==> config.mk <==
export PLATFORM = sky130hd
export DESIGN_NAME = load_store_unit
export DESIGN_NICKNAME = d
export VERILOG_FILES = /design/src/rtl/load_store_unit.sv
export SDC_FILE = /design/constraint.sdc
export NUM_CORES = 1
export LEC_CHECK = 0
export ABC_CLOCK_PERIOD_IN_PS = 1800
export BUFFER_PORTS_ARGS = -buffer_cell sky130_fd_sc_hd__buf_2
export CAP_MARGIN = 20
export CELL_PAD_IN_SITES_DETAIL_PLACEMENT = 0
export CELL_PAD_IN_SITES_GLOBAL_PLACEMENT = 1
export CORE_AREA = 2 2 126 128
export CTS_BUF_LIST = sky130_fd_sc_hd__clkbuf_8
export CTS_CLUSTER_DIAMETER = 30
export CTS_CLUSTER_SIZE = 30
export DETAILED_ROUTE_END_ITERATION = 10
export DIE_AREA = 0 0 128 130
export PLACE_DENSITY_LB_ADDON = 0.1
export SYNTH_ARGS = -nofsm -noshare
export SYNTH_HDL_FRONTEND = slang
export SYNTH_SLANG_ARGS = --single-unit
==> constraint.sdc <==
create_clock -name clk -period 1.8 [get_ports clk]
set_input_delay 0.27 -clock clk [delete_from_list [all_inputs] [get_ports clk]]
set_output_delay 0.27 -clock clk [all_outputs]
set_load 0.1 [all_outputs]
==> src/rtl/load_store_unit.sv <==
// rtl/load_store_unit.sv - RV32I load/store formatter with stall handshake to variable-latency memory.
// Optional response watchdog enabled by defining LSU_TIMEOUT_EN.
module load_store_unit #(
  parameter int TIMEOUT_W   = 8,
  parameter int TIMEOUT_MAX = 255
) (
  input  logic        clk,
  input  logic        reset,
  input  logic        req_valid,
  input  logic        req_we,
  input  logic [2:0]  req_funct3,
  input  logic [31:0] req_addr,
  input  logic [31:0] req_wdata,
  output logic        stall,
  output logic        rsp_valid,
  output logic [31:0] rsp_rdata,
  output logic [1:0]  rsp_err,
  output logic        mem_req,
  output logic        mem_we,
  output logic [31:0] mem_addr,
  output logic [3:0]  mem_wstrb,
  output logic [31:0] mem_wdata,
  input  logic        mem_ready,
  input  logic [31:0] mem_rdata
);

  typedef enum logic [1:0] {IDLE, BUSY, DONE} state_t;

  localparam logic [1:0] ERR_OK       = 2'b00;
  localparam logic [1:0] ERR_MISALIGN = 2'b01;
  localparam logic [1:0] ERR_FUNCT3   = 2'b10;
  localparam logic [1:0] ERR_TIMEOUT  = 2'b11;

  state_t      state_q, state_d;
  logic        we_q, we_d;
  logic [2:0]  funct3_q, funct3_d;
  logic [1:0]  off_q, off_d;
  logic        mem_req_q, mem_req_d;
  logic        mem_we_q, mem_we_d;
  logic [31:0] mem_addr_q, mem_addr_d;
  logic [3:0]  mem_wstrb_q, mem_wstrb_d;
  logic [31:0] mem_wdata_q, mem_wdata_d;
  logic [31:0] rsp_rdata_q, rsp_rdata_d;
  logic [1:0]  rsp_err_q, rsp_err_d;

  logic        f3_legal;
  logic        misaligned;
  logic [1:0]  req_err;
  logic [3:0]  req_strb;
  logic [31:0] req_lanes;
  logic [7:0]  ld_byte;
  logic [15:0] ld_half;
  logic [31:0] ld_data;

  // Request decode: illegal encoding takes priority over misalignment.
  always_comb begin
    f3_legal = 1'b0;
    unique case (req_funct3)
      3'b000, 3'b001, 3'b010: f3_legal = 1'b1;
      3'b100, 3'b101:         f3_legal = ~req_we;
      default:                f3_legal = 1'b0;
    endcase
    misaligned = ((req_funct3[1:0] == 2'b01) && req_addr[0]) ||
                 ((req_funct3[1:0] == 2'b10) && (req_addr[1:0] != 2'b00));
    if (!f3_legal)      req_err = ERR_FUNCT3;
    else if (misaligned) req_err = ERR_MISALIGN;
    else                req_err = ERR_OK;
  end

  always_comb begin
    req_strb  = 4'b0000;
    req_lanes = 32'd0;
    if (req_we) begin
      unique case (req_funct3[1:0])
        2'b00: begin
          req_strb  = 4'b0001 << req_addr[1:0];
          req_lanes = {4{req_wdata[7:0]}};
        end
        2'b01: begin
          req_strb  = req_addr[1] ? 4'b1100 : 4'b0011;
          req_lanes = {2{req_wdata[15:0]}};
        end
        default: begin
          req_strb  = 4'b1111;
          req_lanes = req_wdata;
        end
      endcase
    end
  end

  always_comb begin
    ld_byte = 8'd0;
    unique case (off_q)
      2'b00: ld_byte = mem_rdata[7:0];
      2'b01: ld_byte = mem_rdata[15:8];
      2'b10: ld_byte = mem_rdata[23:16];
      default: ld_byte = mem_rdata[31:24];
    endcase
    ld_half = off_q[1] ? mem_rdata[31:16] : mem_rdata[15:0];
    unique case (funct3_q)
      3'b000:  ld_data = {{24{ld_byte[7]}}, ld_byte};
      3'b001:  ld_data = {{16{ld_half[15]}}, ld_half};
      3'b100:  ld_data = {24'd0, ld_byte};
      3'b101:  ld_data = {16'd0, ld_half};
      default: ld_data = mem_rdata;
    endcase
  end

`ifdef LSU_TIMEOUT_EN
  logic [TIMEOUT_W-1:0] cnt_q, cnt_d;
  logic                 timeout_hit;
  assign timeout_hit = (cnt_q == TIMEOUT_W'(TIMEOUT_MAX - 1));
`else
  logic unused_params;
  assign unused_params = (TIMEOUT_W != 0) ^ (TIMEOUT_MAX != 0);
`endif

  always_comb begin
    state_d     = state_q;
    we_d        = we_q;
    funct3_d    = funct3_q;
    off_d       = off_q;
    mem_req_d   = mem_req_q;
    mem_we_d    = mem_we_q;
    mem_addr_d  = mem_addr_q;
    mem_wstrb_d = mem_wstrb_q;
    mem_wdata_d = mem_wdata_q;
    rsp_rdata_d = rsp_rdata_q;
    rsp_err_d   = rsp_err_q;
`ifdef LSU_TIMEOUT_EN
    cnt_d       = cnt_q;
`endif
    unique case (state_q)
      IDLE: begin
        if (req_valid) begin
          we_d     = req_we;
          funct3_d = req_funct3;
          off_d    = req_addr[1:0];
          if (req_err != ERR_OK) begin
            state_d     = DONE;
            rsp_err_d   = req_err;
            rsp_rdata_d = 32'd0;
          end else begin
            state_d     = BUSY;
            rsp_err_d   = ERR_OK;
            mem_req_d   = 1'b1;
            mem_we_d    = req_we;
            mem_addr_d  = {req_addr[31:2], 2'b00};
            mem_wstrb_d = req_strb;
            mem_wdata_d = req_lanes;
`ifdef LSU_TIMEOUT_EN
            cnt_d       = '0;
`endif
          end
        end
      end
      BUSY: begin
        if (mem_ready) begin
          state_d     = DONE;
          mem_req_d   = 1'b0;
          mem_we_d    = 1'b0;
          rsp_rdata_d = we_q ? 32'd0 : ld_data;
`ifdef LSU_TIMEOUT_EN
        end else if (timeout_hit) begin
          state_d     = DONE;
          mem_req_d   = 1'b0;
          mem_we_d    = 1'b0;
          rsp_rdata_d = 32'd0;
          rsp_err_d   = ERR_TIMEOUT;
        end else begin
          cnt_d = cnt_q + 1'b1;
`endif
        end
      end
      default: state_d = IDLE;
    endcase
  end

  always_ff @(posedge clk or negedge reset) begin
    if (!reset) begin
      state_q     <= IDLE;
      we_q        <= 1'b0;
      funct3_q    <= 3'd0;
      off_q       <= 2'd0;
      mem_req_q   <= 1'b0;
      mem_we_q    <= 1'b0;
      mem_addr_q  <= 32'd0;
      mem_wstrb_q <= 4'd0;
      mem_wdata_q <= 32'd0;
      rsp_rdata_q <= 32'd0;
      rsp_err_q   <= ERR_OK;
`ifdef LSU_TIMEOUT_EN
      cnt_q       <= '0;
`endif
    end else begin
      state_q     <= state_d;
      we_q        <= we_d;
      funct3_q    <= funct3_d;
      off_q       <= off_d;
      mem_req_q   <= mem_req_d;
      mem_we_q    <= mem_we_d;
      mem_addr_q  <= mem_addr_d;
      mem_wstrb_q <= mem_wstrb_d;
      mem_wdata_q <= mem_wdata_d;
      rsp_rdata_q <= rsp_rdata_d;
      rsp_err_q   <= rsp_err_d;
`ifdef LSU_TIMEOUT_EN
      cnt_q       <= cnt_d;
`endif
    end
  end

  // The core is released in DONE so it advances on the completing edge.
  assign stall     = req_valid & (state_q != DONE);
  assign rsp_valid = (state_q == DONE);
  assign rsp_rdata = rsp_rdata_q;
  assign rsp_err   = rsp_err_q;
  assign mem_req   = mem_req_q;
  assign mem_we    = mem_we_q;
  assign mem_addr  = mem_addr_q;
  assign mem_wstrb = mem_wstrb_q;
  assign mem_wdata = mem_wdata_q;

endmodule

* Word-level counts from Yosys, hierarchy flattened
Index checks and enable logic that the tools add are counted.
** Word-level totals
- Bits in registers :: 110
- Word-level logic and storage cells :: 79
- Input bits :: 104
- Output and inout port bits :: 106
** Operators by class
- Reduce and logical (&&, ||, !) cells :: 18
- Equal/unequal tests :: 18
- Bitwise operators :: 3
- Shift-type cells :: 1
- Mux-type cells :: 28
** Operators by type and width (count)
- 2-to-1 mux 32 bit :: 5
- one-hot mux 32 bit (2 select lines) :: 2
- one-hot mux 32 bit (4 select lines) :: 1
- one-hot mux 8 bit (3 select lines) :: 1
- 2-to-1 mux 16 bit :: 1
- == test 3 bit, second input constant :: 4
- 2-to-1 mux 2 bit :: 5
- inequality test 2 bit, second input constant :: 5
- 2-to-1 mux 4 bit :: 2
- one-hot mux 4 bit (2 select lines) :: 1
- AND reduction 4 bit :: 2
- == test 2 x 1 -> 1 bit, second input constant :: 3
- == test 2 bit, second input constant :: 3
- == test 3 x 1 -> 1 bit, second input constant :: 2
- logical NOT 2 bit :: 3
- logical NOT 3 bit :: 2
- 2-to-1 mux 1 bit :: 6
- one-hot mux 1 bit (2 select lines) :: 3
- nonzero test 2 bit :: 3
- one-hot mux 2 bit (2 select lines) :: 1
- AND reduction 2 bit :: 2
- << shifter 1 x 2 -> 4 bit, first input constant :: 1
- == test 3 x 2 -> 1 bit, second input constant :: 1
- AND reduction 3 bit :: 1
- other kinds (6) :: 8

* Depth between registers and ports, before layout
Gate-level depths: netlist (run 1).
- Depth in word-level cells :: 9
- Mapped depth :: 7
- Depth with buffers taken out :: 4

* Worst setup path after synthesis (run 1)
No wires, ideal clock.
- Path type :: reg-to-output
- From :: reg state_q[0]
- To :: out stall
- Stages on the path, launching flop included :: 4
- Arrival :: 2.844 ns
- Path buffers :: 1
- Data required time :: 1.530 ns
- Slack :: -1.314 ns
- Cells stage by stage :: dfrtp_1 -> buf_4 -> nor2b_1 -> nor2b_1
** Between the ends
- Word-level cells in the longest chain between the ends :: 2
** RTL lines
- start: declaration :: line 34 : state_t state_q, state_d;
- start signal: assignment :: line 196 : state_q <= state_d;
- inequality test 2 bit :: line 214 : assign stall = req_valid & (state_q != DONE);
- AND 1 bit :: line 214
- end: declaration :: line 14 : output logic stall,
No other way between the ends.

* Worst setup path after layout (run 1)
- From :: reg state_q[0]
- To :: reg mem_addr_q[11] (netlist: mem_addr[11])
** Between the ends
- Word-level cells in the longest chain between the ends :: 2
** RTL lines
- logical NOT 2 bit :: line 133 : unique case (state_q)
- AND reduction 3 bit (no source line)
- end signal: assignment :: line 202 : mem_addr_q <= mem_addr_d;
- end: declaration :: line 40 : logic [31:0] mem_addr_q, mem_addr_d;
No other way between the ends.
A chain may end at the register's enable or synchronous reset.

==> results of run 1 <==
## stage by stage
| stage | cell area (sq um) | setup TNS (ns) | setup WS, ns |
|---|---|---|---|
| 2_1_floorplan | 5160 | 0 | 0.0319 |
| 3_3_place_gp | 6580 | -0.269 | -0.0194 |
| 3_5_place_dp | 6580 | -0.361 | -0.0364 |
| 4_1_cts | 6800 | 0 | 0.0102 |
| 5_1_grt | 6860 | -0.764 | -0.0405 |
| 6_report | 6860 | 0 | 0.0371 |
## layer usage
layer  part of all wire, %  global-route usage [%]  wire, microns  vias to the layer above
met4                   1.5                    6.21            227                        0
met2                    47                    29.3           7190                      153
li1                      -                       -              -                     2063
met5                     0                       0              0                        -
met1                    45                    24.6           6930                     2134
met3                   6.1                    4.22            936                       12
## area by class of cell
type / instances / area, sq um
Tap cell: 192 / 240
Clock inverter: 5 / 63.8
Sequential cell: 110 / 2750
Fill cell: 1534 / 8560
Timing Repair Buffer: 239 / 1390
Multi-Input combinational cell: 288 / 2230
Clock buffer: 11 / 151
Inverter: 9 / 33.8
## where the power goes
part	switching, W	internal (W)
registers	0.000379	0.00315
clock network	0.000900	0.000733
logic	0.00612	0.00137
total	0.00740	0.00525
## worst register-to-register path, cell delays in order, from the launching register on
cell	delay (ns)
sky130_fd_sc_hd__dfrtp_1	0.42
sky130_fd_sc_hd__buf_12	0.15
sky130_fd_sc_hd__nor3b_4	0.26
sky130_fd_sc_hd__o21ai_4	0.13
sky130_fd_sc_hd__nor2_4	0.12
sky130_fd_sc_hd__buf_12	0.21
sky130_fd_sc_hd__mux2_2	0.37
## path summary, 6_finish.rpt
kind | slack, ns | cells after the start | to | startpoint
setup / recovery | 0.04 | 6 | mem_addr[11] | state_q[0]
hold / removal | 0.08 | 2 | state_q[0] | mem_ready
setup reg to reg | 0.04 | 6 | mem_addr[11] | state_q[0]
hold reg to reg | 0.49 | 1 | mem_addr[23] | mem_addr[23]
max in group asynchronous | 0.84 | 3 | mem_addr[9] | reset
min in group asynchronous | 0.50 | 3 | rsp_rdata[20] | reset
## cells in the final DEF (no fill, tap or decap), drive strengths merged
| master | instances |
|---|---|
| o31ai | 18 |
| or3 | 7 |
| clkinvlp | 1 |
| o2bb2ai | 7 |
| a311o | 1 |
| clkinv | 3 |
| dlygate4sd3 | 1 |
| nor3b | 1 |
| clkbuf | 11 |
| nor2 | 11 |
| o21ai | 60 |
| nor2b | 5 |
| o211ai | 2 |
| a22o | 9 |
| or2 | 1 |
| nand3b | 1 |
| a21oi | 13 |
| conb | 2 |
| bufinv | 1 |
| o21bai | 2 |
| a221o | 16 |
| a2111oi | 1 |
| inv | 9 |
| a22oi | 1 |
| buf | 238 |
| nand2b | 12 |
| a32o | 9 |
| nor4 | 1 |
| dfrtp | 110 |
| o221ai | 7 |
| o21a | 2 |
| nand2 | 30 |
| mux2i | 33 |
| mux2 | 36 |
## sequential cells by signal, summed over array words and instances, names as in the netlist
signal,cells
off_q,2
mem_we,1
funct3_q,3
rsp_rdata,32
we_q,1
mem_wstrb,4
state_q,2
mem_req,1
mem_wdata,32
mem_addr,30
rsp_err,2
## synth_stat cells
cell type,number
sky130_fd_sc_hd__nor4_1,1
sky130_fd_sc_hd__mux2_4,1
sky130_fd_sc_hd__a311o_1,1
sky130_fd_sc_hd__nand2_1,30
sky130_fd_sc_hd__mux2_2,27
sky130_fd_sc_hd__dfrtp_1,110
sky130_fd_sc_hd__nor3b_4,1
sky130_fd_sc_hd__nand2b_1,12
sky130_fd_sc_hd__clkinv_1,2
sky130_fd_sc_hd__nor2_4,1
sky130_fd_sc_hd__a21oi_2,1
sky130_fd_sc_hd__o2bb2ai_1,7
sky130_fd_sc_hd__buf_4,7
sky130_fd_sc_hd__o31ai_1,18
sky130_fd_sc_hd__o211ai_1,2
sky130_fd_sc_hd__o21a_1,2
sky130_fd_sc_hd__or3_1,7
sky130_fd_sc_hd__buf_6,3
sky130_fd_sc_hd__nand3b_1,1
sky130_fd_sc_hd__or2_1,1
sky130_fd_sc_hd__o221ai_1,7
sky130_fd_sc_hd__inv_1,7
sky130_fd_sc_hd__a22oi_4,1
sky130_fd_sc_hd__clkbuf_1,14
sky130_fd_sc_hd__nor2_2,1
sky130_fd_sc_hd__a21oi_1,12
sky130_fd_sc_hd__conb_1,1
sky130_fd_sc_hd__buf_1,1
sky130_fd_sc_hd__nor2b_1,5
sky130_fd_sc_hd__buf_2,11
sky130_fd_sc_hd__a32o_1,9
sky130_fd_sc_hd__a221o_1,16
sky130_fd_sc_hd__o21ai_0,57
sky130_fd_sc_hd__o21ai_1,2
sky130_fd_sc_hd__mux2_1,8
sky130_fd_sc_hd__nor2_1,9
sky130_fd_sc_hd__a22o_1,9
sky130_fd_sc_hd__o21ai_2,1
sky130_fd_sc_hd__mux2i_1,33
sky130_fd_sc_hd__a2111oi_4,1
sky130_fd_sc_hd__o21bai_1,2
## repair_timing
action,4_1_cts,5_1_grt
hold endpoints to repair,90,0
endpoints found under the setup margin,16,60
resized for setup,1,10
hold buffers,1,0
buffers inserted,0,1
pin swaps,0,2
## kinds of logic after synthesis
| logic type | after synthesis |
|---|---|
| DFF | 110 |
| AOI/OAI and AO/OA | 148 |
| muxes | 69 |
| other | 1 |
| buffers and inverters | 45 |
| and+or+nand+nor | 69 |
==> summary by stage, run 1 <==
Timing
The share of the clock period used by the worst path is between 90 and 100%. The number of pins exceeding their max-slew limit in the final report is 0. Setup repair after global routing could not meet its margin everywhere. The highest clock frequency the design can meet is 567 MHz. The final-report hold violation count was 0. Hold timing on the final database bottoms out at a slack of 0.0814 ns. Clock skew on the completed layout was measured at around 0.012 ns. Counting I/O delays and the setup requirement, the final critical path takes 1.76 ns. The measured slew at the worst slew-check pin is ~0.65 ns.

Setup violations remaining at the end of the flow were counted as 0. Measured against its own limit, the worst slew margin works out to ~57%.

Clocking
The H-tree was split into 3 levels. The clock-pin slew reported for the worst setup and hold paths after clock tree synthesis is between 0.1 and 0.15 ns. TritonCTS built the clock tree. The clock buffer count from CTS is 9. The maximum clock path buffer count is 2. The tree built by TritonCTS fans out to 110 sinks. At the later pin of the worst-skew pair, clock insertion delay measures ~0.38 ns. Clock tree synthesis selected as its root buffer the cell sky130_fd_sc_hd__clkbuf_8.

Layout
The layout overhead on the synthesized area is 33.4%. For this run, the post-layout net count is 761. The share of layout cells above drive strength 1 is 45.8%.

The count of placed standard cells in the final layout, fillers left out is 854. The repair_antennas step left the layout with diodes totalling 0. At the end of the flow the core is filled with cells to between 40% and 50%.

Placement
The last weighted congestion value of the routability-driven placer is ~0.80. The count of buffers added on input and output ports is a little over 200. In this run, placement finished with an instance count of 836.

The HPWL after detailed placement is ~11000 microns.

Worst setup path
The nature of the critical path startpoint is a flip-flop. The kind of end point of the critical path is a flip-flop. Among all stages on the critical path, the largest delay is contributed by sky130_fd_sc_hd__dfrtp_1. Of all nets on the critical path, the largest fanout is 31. The worst setup path is of the reg2reg kind. The most used cell along the critical path is sky130_fd_sc_hd__buf_12.

The category of cells accounting for the largest share of critical-path delay is flip-flops. The required time reported for the critical path endpoint is just over 2 ns. The worst path buffer plus inverter count is 2. The largest stage delay on the critical path is 0.42 ns. The data arrival time at the worst-slack endpoint is 2.03 ns.

Traced cell by cell, the critical path runs through buf_12, nor3b_4, o21ai_4, nor2_4, buf_12, mux2_2.

Floorplanning
The area of the core is about 0.015 sq mm. For this configuration, the core starts out at a cell density of between 30 and 40%. The die outline height is roughly 130 microns.

Measured along the x axis, the die boundary spans 128 microns. The die footprint is roughly 0.017 sq mm. In this run the core area contains 46 standard-cell rows. Pin placement for this block handled 210 I/O pins.

Yosys
The synthesized-area fraction occupied by adder cells is 0%. The dominant cell type by area after synthesis is sky130_fd_sc_hd__dfrtp_1. The number of storage elements in the synthesis netlist is 110. The dominant combinational cell family by area after synthesis is compound AO/OA/AOI/OAI gates. The post-synthesis xor/xnor area fraction is 0%.

The proportion of synthesized chip area in sequential cells is 53.5%. The simple logic cell fraction of the synthesized area is under 10%. The portion of netlist area occupied by mux cells is approximately 14%.

In this run the biggest area consumer among cell types represents 53.5% of the synthesized area. After synthesis, the cell types taking the most area are sky130_fd_sc_hd__dfrtp_1 (54%), sky130_fd_sc_hd__mux2i_1 (6.4%), sky130_fd_sc_hd__mux2_2 (5.9%), sky130_fd_sc_hd__o21ai_0 (5.5%), sky130_fd_sc_hd__a221o_1 (3.1%). The synthesized netlist devotes between 20% and 30% of its cell area to compound gates. The mean area per synthesized cell is 11.6 sq um. The synthesized netlist contains around 40 unique library cells.

The cell count after synthesis is between 400 and 500. The count of warnings emitted by yosys is 0. The mapped netlist covers slightly above 0.005 sq mm.

Drt
For this block, the via count after detailed routing is 4362. The number of nets with antenna violations after routing is 0. The count of TritonRoute iterations in the first routing pass is 5. The detailed router finished its first iteration with between 200 and 300 violations.

The via density per instance is just over 5. The routed design has ~15000 microns of wire. In the routed design, unresolved DRC markers number 0. The detailed-route wire length per cell is around 18 microns.

Global routing
The via count of the first global-routing pass is 4440. Entering global routing, the biggest net connects 111 pins. The first global-routing pass estimated about 24000 microns of wire.

The global-route usage over all layers is 18.3%. The number of antenna violations at the first check in global routing came to 0. The overflow left after global routing is 0.

Power
The design draws around 0.013 W. The worst supply voltage drop on vdd is roughly 0.0011 V. Power spread over the standard cell area amounts to around 1800 mW/mm^2. The leakage power total is about 3.4 nW.

Min path
In this run the worst hold path is classified as in2reg.

Run status
The run finished with clean final reports.

Job
Max-cap violations in this run came to 0.
(Power assumes the default switching activity.)
==> run 2, diff against run 1 <==
Settings changed: ABC_AREA from default to 1, CORE_AREA 2 2 126 128 to 2 2 132 134, DIE_AREA 0 0 128 130 to 0 0 134 136.
==> summary by stage, run 2 <==
Worst setup path
The category of cells accounting for the largest share of critical-path delay is buffers and inverters. The required time reported for the critical path endpoint is 1.53 ns (-0.53 ns). The start-to-end type of the worst setup path is reg2out. STA classifies the critical path startpoint as a flip-flop. The largest stage delay on the critical path is 0.43 ns (about the same). The signal on the critical path passes through inv_1, nor2_4, nor2_2, buf_2.

The largest individual stage delay along the critical path comes from the cell sky130_fd_sc_hd__dfrtp_1. The kind of end point of the critical path is an output pin. The largest fanout of any net on the critical path is 4 (-87%). The worst path buffer plus inverter count is 2 (unchanged).

The data arrival time at the worst-slack endpoint is 1.44 ns (-0.59 ns).

Timing
The share of the clock period used by the worst path is 95.1% (-2.9 points). The final setup violation count is 0 (unchanged). Setup repair after global routing left no endpoint under its margin. The number of pins exceeding their max-slew limit in the final report is 0 (unchanged). The highest clock frequency the design can meet was 584 MHz (+3.0%). The worst slack on hold paths is 0.0782 ns (-0.00324 ns). The final-report hold violation count is 0 (unchanged). The post-route minimum period is 1.71 ns (-0.0513 ns). The slack of the critical path is 0.0884 ns (+0.0513 ns). The final setup skew is 0.0148 ns (+0.00246 ns). The setup TNS was 0 ns (unchanged). The measured slew at the worst slew-check pin came to 0.687 ns (+0.0407 ns). The remaining max-slew budget at the tightest pin is 54.2% (-2.7 points).

Placement
The total of buffers placed on input and output ports is 207 (unchanged). The last weighted congestion value of the routability-driven placer is 0.801 (+0.45%). The worst setup slack after placement came to 0.205 ns (+0.242 ns). The HPWL after detailed placement is 11900 microns (+6.9%).

Yosys
The dominant cell type by area after synthesis is sky130_fd_sc_hd__dfrtp_1. After synthesis, the cell types taking the most area are sky130_fd_sc_hd__dfrtp_1 (52%), sky130_fd_sc_hd__nand2_1 (19%), sky130_fd_sc_hd__nand3_1 (5.3%), sky130_fd_sc_hd__o21ai_0 (4.8%), sky130_fd_sc_hd__nor2_1 (3.8%). The cell count after synthesis came to 679 (+54%).

The unique cell type count in the Yosys netlist is 27 (-34%). Ranked by instance count, the synthesized netlist is headed by sky130_fd_sc_hd__nand2_1 (272), sky130_fd_sc_hd__dfrtp_1 (110), sky130_fd_sc_hd__nand3_1 (56). The number of storage elements in the synthesis netlist is 110 (unchanged). The mapped cell area is 0.00526 sq mm (+2.2%). The proportion of synthesized chip area in sequential cells came to 52.3% (-1.2 points).

The number of synthesized flops with an enable pin is 0 (unchanged). In the synthesized netlist the dominant register cell turns out to be sky130_fd_sc_hd__dfrtp_1. The dominant cell by count in the synthesized netlist is sky130_fd_sc_hd__nand2_1. The proportion of register bits with asynchronous set or reset after synthesis was 100% (unchanged).

The top cell type's share of synthesized area came to 52.3% (-1.2 points). The mean area per synthesized cell is 7.74 sq um (-33%). The count of warnings emitted by yosys is 0 (unchanged).

Clocking
The clock insertion delay at the later pin of the skew report is 0.39 ns (about the same). TritonCTS built the clock tree. The clock-pin slew reported for the worst setup and hold paths after clock tree synthesis is 0.10 ns (about the same). The H-tree level count is 3 (unchanged). The TritonCTS sink count is 110 (unchanged). The post-cts sizing count was 0 (-1). The clock buffer count from CTS came to 9 (unchanged). The cell at the root of the clock tree is sky130_fd_sc_hd__clkbuf_8. The setup fix buffers added after clock tree synthesis is 0 (unchanged). The number of buffers inserted by hold repair at cts came to 1 (unchanged). The maximum clock path buffer count was 2 (unchanged).

Layout
The number of nets in the final layout is 984 (+29%). The layout overhead on the synthesized area is 29.5%. In the layout the commonest cells are sky130_fd_sc_hd__nand2_1 (272), sky130_fd_sc_hd__buf_2 (206), sky130_fd_sc_hd__dfrtp_1 (110).

The number of fill cells was 1852 (+21%). The area of the multi-input gates is 0.00217 sq mm (-3.0%). The share of layout cells above drive strength 1 is 29.4% (-16 points). The antenna diode count is 0 (unchanged). The storage element area is 0.00275 sq mm (unchanged). The library cell used most frequently in the layout, excluding fill and tap cells, is sky130_fd_sc_hd__nand2_1.

Drt
The via count is 5147 (+18%). The number of nets with antenna violations after routing came to 0 (unchanged). The count of TritonRoute iterations in the first routing pass is 4 (-1). The DRC marker count from the first detailed-route iteration was 300 (+4.5%).

The DRC violations left came to 0 (unchanged). The via density per instance is 4.64 (-9.2%). The detailed-route wire length per cell was 14.7 microns (-18%). The total wirelength of the detailed-routed design is 16300 microns (+6.8%).

Min path
The type of the tightest min-delay check is in2reg.

Floorplanning
The die footprint was 0.0182 sq mm (+9.5%). The initial standard-cell utilization of the core is 31.2% (-2.2 points). The die outline height is 136 microns (+4.6%). The cell row count is 48 (+4.3%). The horizontal die dimension is 134 microns (+4.7%). The I/O pin total is 210 (unchanged). The area of the core is 0.0169 sq mm (+9.4%).

Power
The cell area power density is 1930 mW/mm^2 (+4.4%). The logic gate share of total power is 59.1% (about the same). The net switching fraction of the power is 60.8% (+2.4 points). The internal power is 0.00513 W (-2.3%). The worst supply voltage drop on vdd is 0.00115 V (+9.0%). The register share of total power was 27.7% (-0.2 points).

The net switching power figure is 0.00798 W (+7.8%). The leakage power total is 3.91 nW (+16%). The clock share of power is 13.2% (+0.3 points).

Run status
The flow ran to the end, and the final reports show no timing, DRC or antenna violations.

Job
The max-capacitance violation count was 0 (unchanged).

Global routing
The number of antenna violations at the first check in global routing is 1 (+1). The wire length of the first global-routing pass is 26000 microns (+10%). The global-route usage over all layers was 18.2% (-0.092 points). The overflow left after global routing was 0 (unchanged). The maximum number of pins on one net before global-route repair came to 111 (unchanged). The via count of the first global-routing pass came to 5097 (+15%).
-- run 2: changes by cell type after synthesis, sizes merged, moves of 6 or more --
cell     previous run  this run
nand2              30       277
nand3               0        58
nor2               11        57
mux2               36         1
mux2i              33         0
inv                 7        38
a221o              16         0
o31ai              18         2
nand2b             12         0
a22o                9         0
a32o                9         0
o2bb2ai             7         0
or3                 7         0
o211ai              2         8
-- run 2: layout make-up --
| class | instances | area share (%) |
|---|---|---|
| timing repair buffer | 227 | 18.0 |
| clock inverter | 7 | 1.60 |
| sequential | 110 | 40.4 |
| clock buffer | 9 | 1.82 |
| tap | 225 | 4.14 |
| multi-input combinational | 493 | 31.8 |
| inverter | 39 | 2.15 |
-- run 2: logic make-up (layout without fill, tap and decap cells) --
kind of cell / after synthesis / after routing / synth area share [%]
AND/OR/NAND/NOR: 394 / 394 / 30.4
flip-flops: 110 / 110 / 52.3
multiplexers: 1 / 1 / 0.214
buffers and inverters: 77 / 282 / 6.73
AO/OA/AOI/OAI: 96 / 96 / 10.3
other: 1 / 2 / 0.0713
-- run 2: worst register-to-register path: stages, from the launching register on --
cell	delay, ns
sky130_fd_sc_hd__dfrtp_1	0.58
sky130_fd_sc_hd__nor2_2	0.17
sky130_fd_sc_hd__o21ai_1	0.43
sky130_fd_sc_hd__nand2_1	0.11
sky130_fd_sc_hd__nand3_1	0.11
sky130_fd_sc_hd__nand2_1	0.06
-- run 2: path summary, 6_finish.rpt --
kind	startpoint	to	slack [ns]	cells past startpoint
max	state_q[1]	stall	0.09	4
min	mem_ready	state_q[0]	0.08	2
max reg2reg	funct3_q[0]	rsp_rdata[3]	0.24	5
min reg2reg	rsp_rdata[1]	rsp_rdata[1]	0.47	2
max in group asynchronous	reset	off_q[0]	0.78	3
min in group asynchronous	reset	rsp_rdata[14]	0.44	3
-- run 2: power by group through the flow --
| stage | registers (W) | logic [W] | clock network, W |
|---|---|---|---|
| 6_report | 0.00363 | 0.00775 | 0.00173 |
| 5_1_grt | 0.00374 | 0.00815 | 0.00190 |
| 4_1_cts | 0.00364 | 0.00781 | 0.00180 |
| 3_5_place_dp | 0.00368 | 0.00781 | 0 |
| 3_3_place_gp | 0.00367 | 0.00778 | 0 |
| 2_1_floorplan | 0.00851 | 0.00149 | 0 |
-- run 2: layer usage --
metal | share of wire (%) | GRT usage, % | routed length, microns
met5 | 0.080 | 0 | 13
met1 | 43 | 22.4 | 6950
met3 | 6.7 | 4.21 | 1090
met4 | 1.3 | 6.09 | 216
met2 | 49 | 31.4 | 8050
-- run 2: stage by stage --
stage	utilization (%)	cells	instance area (sq um)	total power, W
after floorplan	-	680	5270	0.0100
final	40.3	1110	6810	0.0131
after CTS	40.3	1110	6810	0.0133
after detailed placement	38.9	1093	6570	0.0115
after global routing	40.3	1110	6810	0.0138
after global placement	38.9	1093	6570	0.0114
==> run 3, diff against run 2 <==
Settings changed: ABC_CLOCK_PERIOD_IN_PS 1800 to 1750, CORE_AREA 2 2 132 134 to 2 2 126 128, DIE_AREA 0 0 134 136 to 0 0 128 130.
Clock period 1.8 ns to 1.75 ns, I/O delays scaled along.
==> summary by stage, run 3 (synthesized netlist as in run 2, its figures left out) <==
Drt
The count of TritonRoute iterations in the first routing pass is 4 (unchanged). The via count is 5207 (+1.2%). The DRC marker count from the first detailed-route iteration was 359 (+20%). The number of nets with antenna violations after routing is 0 (unchanged). The DRC violations left came to 0 (unchanged). The via density per instance was 4.82 (+4.0%).

The total wirelength of the detailed-routed design is 16400 microns (+0.26%). The detailed-route wire length per cell is 15.2 microns (+3.0%).

Worst setup path
The required time reported for the critical path endpoint is 1.49 ns (-0.04 ns). The number of cells on the worst reg-to-reg path was 5 (unchanged). The data arrival time at the worst-slack endpoint is 1.36 ns (-0.08 ns). The start-to-end type of the worst setup path is reg2out. The capturing point of the worst reg2reg path is mem_wdata[5].

The largest fanout of any net on the critical path is 4 (unchanged). STA classifies the critical path endpoint as an output pin. STA classifies the critical path startpoint as a flip-flop.

The worst setup slack for register-to-register paths was 0.21 ns (-0.03 ns). The startpoint of the worst register-to-register path is state_q[0].

Global routing
The number of antenna violations at the first check in global routing came to 0 (-1). The wire length of the first global-routing pass is 25900 microns (-0.37%). The via count of the first global-routing pass is 5223 (+2.5%). The overflow left after global routing was 0 (unchanged). The maximum number of pins on one net before global-route repair is 75 (-32%). The global-route usage over all layers was 19.8% (+1.6 points).

Floorplanning
The die footprint is 0.0166 sq mm (-8.7%). The initial standard-cell utilization of the core came to 34.1% (+2.9 points). The die outline height is 130 microns (-4.4%). The area of the core is 0.0154 sq mm (-8.6%).

The cell row count came to 46 (-4.2%). The horizontal die dimension came to 128 microns (-4.5%). The I/O pin total is 210 (unchanged).

Layout
The share of layout cells above drive strength 1 came to 29.7% (+0.35 points). Leaving out fill and tap cells, the most frequent cells in the layout are sky130_fd_sc_hd__nand2_1 (272), sky130_fd_sc_hd__buf_2 (204), sky130_fd_sc_hd__dfrtp_1 (109). The most common library cell in the layout ignoring fill and taps is sky130_fd_sc_hd__nand2_1. The layout overhead on the synthesized area is 29.2%.

The antenna diode count was 0 (unchanged). The number of fill cells was 1663 (-10%). The number of nets in the final layout is 987 (+0.30%). The area of the multi-input gates is 0.00217 sq mm (unchanged). The storage element area is 0.00275 sq mm (about the same).

Placement
The last weighted congestion value of the routability-driven placer is 0.866 (+8.1%). The HPWL after detailed placement is 12300 microns (+2.8%). The worst setup slack after placement is 0.122 ns (-0.0837 ns). The total of buffers placed on input and output ports came to 207 (unchanged).

Timing
The measured slew at the worst slew-check pin was 0.506 ns (-0.181 ns). The worst slack on hold paths is 0.0491 ns (-0.0291 ns). The slack of the critical path came to 0.126 ns (+0.0378 ns). The final-report hold violation count is 0 (unchanged).

The final setup skew is 0.0149 ns (+0.000179 ns). Dividing the final minimum period by the clock period gives between 90% and 100%. The number of pins exceeding their max-slew limit in the final report is 0 (unchanged).

Setup repair after global routing left no endpoint under its margin. The final setup violation count was 0 (unchanged). For this run, the top clock speed supported by timing is around 620 MHz. The worst path needs 1.62 ns of the cycle, external delays included. The setup TNS was 0 ns (unchanged). The remaining max-slew budget at the tightest pin is 66.0% (+12 points).

Clocking
TritonCTS built the clock tree. The maximum clock path buffer count is 2 (unchanged). The cell at the root of the clock tree is sky130_fd_sc_hd__clkbuf_8. The clock-pin slew reported for the worst setup and hold paths after clock tree synthesis came to 0.12 ns (+0.02 ns). The H-tree level count is 3 (unchanged). The clock insertion delay at the later pin of the skew report is 0.39 ns (about the same). The TritonCTS sink count is 110 (unchanged). The clock buffer count from CTS is 9 (unchanged).

Min path
The worst hold path begins at mem_ready. The destination of the worst hold path is state_q[0]. The worst hold path depth is 2 (unchanged).

The path class of the tightest hold or removal check is in2reg.

Run status
The flow ran to the end, and the final reports show no timing, DRC or antenna violations.

Power
The cell area power density is 1970 mW/mm^2 (+2.3%). The leakage power total came to 3.94 nW (+0.61%). The worst supply voltage drop on vdd is 0.00121 V (+4.5%).

Job
The max-capacitance violation count is 0 (unchanged).
-- run 3: power breakdown --
group | internal (W) | total [W] | switching, W
logic | 0.00120 | 0.00802 | 0.00682
clock network | 0.000686 | 0.00164 | 0.000959
registers | 0.00327 | 0.00373 | 0.000455
total | 0.00516 | 0.0134 | 0.00823
-- run 3: final cells by class --
class,count,area share [%]
clock buffer,9,1.82
clock inverter,7,1.22
inverter,39,2.15
multi-input combinational,493,31.9
sequential,110,40.5
tap,192,3.54
timing repair buffer,230,18.9
-- run 3: worst max-delay path, cell delays in order (launching register included) --
cell	delay [ns]
sky130_fd_sc_hd__dfrtp_1	0.43
sky130_fd_sc_hd__inv_1	0.10
sky130_fd_sc_hd__nor2_4	0.04
sky130_fd_sc_hd__nor2_2	0.07
sky130_fd_sc_hd__clkbuf_4	0.33
-- run 3: through the flow --
step                cells  area (sq um)  total power [W]  util [%]
floorplan             680          5270           0.0103         -
global placement     1063          6570           0.0118      42.6
detailed placement   1063          6570           0.0118      42.6
CTS                  1080          6790           0.0135      44.0
global route         1080          6790           0.0141      44.0
finish               1080          6790           0.0134      44.0
-- run 3: how the worst max path moves through the flow --
stage	startpoint	to	slack, ns	depth (start not counted)
global placement	req_funct3[0]	mem_addr[28]	0.14	9
global route	state_q[0]	mem_wdata[4]	0.02	5
CTS	state_q[1]	stall	0.002	4
finish	state_q[1]	stall	0.13	4
detailed placement	req_funct3[0]	mem_addr[28]	0.12	9
floorplan	state_q[1]	stall	0.05	3
-- run 3: layer usage --
metal	global-route usage [%]	part of all wire, %
met1	24.6	42
met2	33.2	48
met3	5.13	7.7
met4	7.50	1.8
met5	0	0
-- run 3: repair_timing --
item | 4_1_cts | 5_1_grt
hold buffers | 1 | 0
setup buffers | 0 | 0
hold endpoints to repair | 21 | 0
setup endpoints to repair | 0 | 3
gates resized for setup | 0 | 3
